**config.mk**
```make
export PLATFORM = sky130hd
export DESIGN_NAME = imem_loader
export DESIGN_NICKNAME = d
export VERILOG_FILES = /design/src/rtl/imem_loader.sv
export SDC_FILE = /design/constraint.sdc
export NUM_CORES = 1
export LEC_CHECK = 0
export ABC_AREA = 1
export CORE_ASPECT_RATIO = 1.25
export CORE_UTILIZATION = 52
export DETAILED_ROUTE_END_ITERATION = 7
export GPL_ROUTABILITY_DRIVEN = 0
export PLACE_DENSITY = 0.78
export SYNTH_ARGS = -nofsm -noshare
export SYNTH_HDL_FRONTEND = slang
export SYNTH_SLANG_ARGS = --single-unit
export TNS_END_PERCENT = 30
```
**constraint.sdc**
```tcl
create_clock -name clk -period 2.6 [get_ports clk]
set_input_delay 0.39 -clock clk [delete_from_list [all_inputs] [get_ports clk]]
set_output_delay 0.39 -clock clk [all_outputs]
set_load 0.02 [all_outputs]
```
**src/rtl/imem_loader.sv**
```systemverilog
// Instruction-memory loader: assembles a little-endian byte stream into 32-bit words
// and writes them to consecutive word addresses, keeping a count and an XOR checksum.
module imem_loader #(
    parameter int unsigned COUNT_W = 16
) (
    input  logic               clk,
    input  logic               rst,
    input  logic               start,
    input  logic [31:0]        base_addr,
    input  logic [COUNT_W-1:0] word_count,
    input  logic               in_valid,
    input  logic [7:0]         in_byte,
    output logic               in_ready,
    output logic               imem_we,
    output logic [31:0]        imem_addr,
    output logic [31:0]        imem_wdata,
    output logic               busy,
    output logic               done,
    output logic [COUNT_W-1:0] words_written,
    output logic [31:0]        checksum
);

    typedef enum logic [1:0] {
        StIdle,
        StRecv,
        StWrite,
        StDone
    } state_e;

    state_e             state_q;
    logic [31:0]        base_q;
    logic [COUNT_W-1:0] count_q;
    logic [1:0]         byte_idx_q;
    logic [23:0]        asm_q;

    logic [COUNT_W-1:0] words_next;
    logic [31:0]        word_offset;

    // words_written stays below count_q until the final write, so the increment never wraps.
    assign words_next  = words_written + COUNT_W'(1);
    assign word_offset = 32'(words_written) << 2;

    always_ff @(posedge clk) begin
        if (rst) begin
            state_q       <= StIdle;
            base_q        <= '0;
            count_q       <= '0;
            byte_idx_q    <= '0;
            asm_q         <= '0;
            in_ready      <= 1'b0;
            imem_we       <= 1'b0;
            imem_addr     <= '0;
            imem_wdata    <= '0;
            busy          <= 1'b0;
            done          <= 1'b0;
            words_written <= '0;
            checksum      <= '0;
        end else begin
            imem_we <= 1'b0;
            done    <= 1'b0;
            unique case (state_q)
                StIdle: begin
                    if (start) begin
                        base_q        <= base_addr & 32'hFFFF_FFFC;
                        count_q       <= word_count;
                        words_written <= '0;
                        checksum      <= '0;
                        byte_idx_q    <= '0;
                        asm_q         <= '0;
                        if (word_count == '0) begin
                            state_q <= StDone;
                            done    <= 1'b1;
                        end else begin
                            state_q  <= StRecv;
                            in_ready <= 1'b1;
                            busy     <= 1'b1;
                        end
                    end
                end
                StRecv: begin
                    // in_ready is high throughout this state, so in_valid alone marks a handshake.
                    if (in_valid) begin
                        unique case (byte_idx_q)
                            2'd0: asm_q[7:0]   <= in_byte;
                            2'd1: asm_q[15:8]  <= in_byte;
                            2'd2: asm_q[23:16] <= in_byte;
                            default: begin
                                imem_wdata <= {in_byte, asm_q};
                                imem_addr  <= base_q + word_offset;
                                imem_we    <= 1'b1;
                                in_ready   <= 1'b0;
                                state_q    <= StWrite;
                            end
                        endcase
                        byte_idx_q <= byte_idx_q + 2'd1;
                    end
                end
                StWrite: begin
                    words_written <= words_next;
                    checksum      <= checksum ^ imem_wdata;
                    if (words_next == count_q) begin
                        state_q <= StDone;
                        done    <= 1'b1;
                        busy    <= 1'b0;
                    end else begin
                        state_q  <= StRecv;
                        in_ready <= 1'b1;
                    end
                end
                StDone: begin
                    state_q <= StIdle;
                end
                default: begin
                    state_q  <= StIdle;
                    in_ready <= 1'b0;
                    busy     <= 1'b0;
                end
            endcase
        end
    end

endmodule
```
==> flow_metrics.tcl <==
set metrics [dict create \
    max_stage_delay_ps 450 \
    fin_area_um2 11460 \
    overflow 0 \
    cp_slowest_cell "fa_1" \
    endpoint_kind "flop" \
    routed_wl_um 24320 \
    ctsHoldBuffers 0 \
    arrival_ps 2740 \
    synthArstFlopShare 0 \
    area_delta_synth_final_pct 27.80 \
    fin_util 0.6806 \
    dr_wl_met3_um 1406 \
    port_buffers 171 \
    die_h_um 148.8 \
    drt-vias-per-instance 5.335 \
    clockBufferDepth 2 \
    fmax_ghz 0.4141 \
    nets 1498 \
    status "finished clean" \
    yosysWarnings 0 \
    root_buffer "clkbuf_16" \
    wl_per_cell_um 14.75 \
    cap_violations 0 \
    row_count 53 \
    placed_cell_area_um2 10910 \
    post-cts-setup-buffers 0 \
    path_class "reg2reg" \
    coreArea_um2 16840 \
    clock_sinks 188 \
    yosysSeqAreaShare 0.4196 \
    finClkSkew_ps 9.877 \
    slew_violations 0 \
    drive_gt1_frac 0.06508 \
    stdcell_count 1649 \
    startpoint_type "flop" \
    tritoncts "built" \
    worstSkewPairLatency_ps 430 \
    initial_core_util 0.5325 \
    rsz0062_at_grt "false" \
    final_cell_mix "nand2_1, dfxtp_1, nor2_1" \
    syn_inst 1260 \
    p_leak_nw 4.721 \
    die-area_um2 17780 \
    grt_pass1_vias 8164 \
    cp_max_fo 6 \
    dp_hpwl_um 17260 \
    path_cells "ha_1 -> fa_1 -> nand3_1 -> nand2_1 -> nand3_1 -> nand3_2 -> a21oi_2 -> nor2_2 -> nand2_1 -> nor2_1 -> o21ai_0 -> inv_1" \
    final-hold-violation-count 0 \
    track_usage 0.2742 \
    grt_max_degree 80 \
    setup_viol_count_final 0 \
    slew_headroom 0.2255 \
    cp.required_ps 2930 \
    wl_met1_um 10360 \
    drtIter0Drc 525 \
    drcViolationCount 0 \
    avgSynthCellArea_um2 7.119 \
    synth_edf_count 0 \
    wl_met2_um 12010 \
    antenna_cells 0 \
    synth-seq-cells 188 \
    dp_cells 1617 \
    clk_pin_slew_worst_paths_ps 70 \
    vias 8798 \
    worstMarginPinSlew_ps 1158 \
    grt_pass1_wl_um 39340 \
    period_minus_slack_ps 2415 \
    fin_crit_sh 0.9288 \
    yosysUniqueCellTypes 47 \
    hold_ws_ps 453.3 \
    power_density_nw_per_um2 573.4 \
    ctsResizeCount 0 \
    holdCritPathClass "reg2reg" \
    n_fill_cell 1500 \
    layout_commonest_cell "nand2_1" \
    drt_pre_antenna_iters 5 \
    multi_input_area_um2 4462 \
    cts_buffers 17 \
    peakVddDrop_mv 0.4428 \
    cts-htree-levels 4 \
    syn-cell-area_um2 8970 \
    highest_layer "met4" \
    ant_nets 0 \
    synthFlopType "dfxtp_1" \
    antenna_found_initial 0 \
    regArea_um2 3764 \
    final.setup.tns_ps 0 \
    io_pins 176 \
    die_w_um 119.5 \
]
-- power breakdown --
group	switching (mW)	internal (mW)
registers	0.109	3.02
logic	0.614	0.332
clock network	1.19	1.30
-- cell type report --
class	count	area share
Multi-Input combinational cell	878	0.3892
Sequential cell	188	0.3283
Timing Repair Buffer	191	0.1642
Inverter	140	0.04584
Clock buffer	20	0.03984
Tap cell	220	0.02401
Clock inverter	12	0.008623
-- worst max-delay path: cells and delay by family (launching register included) --
kind,cells,cell delay [ps]
AOI/OAI and AO/OA,2,470
buffers and inverters,1,50
and+or+nand+nor,7,690
adders and majority gates,2,730
DFF,1,370
-- routing by layer --
layer / vias to the layer above / GRT usage
met5: - / 0
met4: 0 / 0.09875
met3: 32 / 0.06040
met2: 237 / 0.4760
met1: 4059 / 0.3316
li1: 4470 / -
-- kinds of logic after synthesis --
family | after synthesis | share of synthesized area
AND/OR/NAND/NOR | 547 | 0.2599
flip-flops | 188 | 0.4196
adder cells (fa/ha/maj) | 22 | 0.03152
AO/OA/AOI/OAI | 292 | 0.1878
buffers and inverters | 195 | 0.08453
XOR/XNOR | 15 | 0.01632
other | 1 | 0.0004181
-- registers in the layout, indices dropped and copies added (netlist names) --
register,cells
base_q,30
busy,1
in_ready,1
imem_wdata,32
byte_idx_q,2
checksum,32
state_q,2
imem_addr,30
imem_we,1
count_q,16
done,1
words_written,16
asm_q,24
-- cells in the mapped netlist, types with 2 or more instances --
library cell    n  share of area
nor3_1          5         0.0028
nand4_1        13         0.0091
o21ai_2         4         0.0039
a211oi_1        2         0.0017
nand3_2         3         0.0033
a22oi_1        22          0.018
nor4_1          4         0.0028
ha_1           21          0.029
nand3b_1        8         0.0067
o21bai_1        3         0.0025
o221ai_1        4         0.0039
clkbuf_1       36          0.015
inv_2           6         0.0025
xor2_1         12          0.012
nand2_1       233          0.098
nand2_2         5         0.0035
or2_2           3         0.0021
nor2_1        179          0.075
nor2_4          3         0.0038
nand3_1        79          0.044
a311oi_1       22          0.021
a21oi_1       104          0.058
xnor2_1         2         0.0020
buf_1           4         0.0017
dfxtp_1       188           0.42
o211ai_1        5         0.0042
inv_1         134          0.056
nor2_2          8         0.0056
buf_4           3         0.0025
o21ai_0       114          0.064
o21ai_1         2         0.0011
a21oi_2         2         0.0020
buf_2          11         0.0061
a31oi_1         3         0.0021
-- final timing paths --
kind | start | to | slack, ps | cells after the start
setup / recovery | words_written[0]$_SDFFE_PP0P_ | imem_addr[28]$_SDFFE_PP0P_ | 190 | 12
hold / removal | in_ready$_SDFFE_PP0P_ | in_ready$_SDFFE_PP0P_ | 450 | 2
setup reg to reg | words_written[0]$_SDFFE_PP0P_ | imem_addr[28]$_SDFFE_PP0P_ | 190 | 12
hold reg to reg | in_ready$_SDFFE_PP0P_ | in_ready$_SDFFE_PP0P_ | 450 | 2
-- stage by stage --
stage	power [mW]	worst slack [ps]
4_1_cts	6.598	221.6
6_report	6.573	185.1
5_1_grt	6.859	46.77
2_1_floorplan	3.797	458.8
3_3_place_gp	4.117	249.0
3_5_place_dp	4.131	249.0
Power figures use the tool's default switching activity.
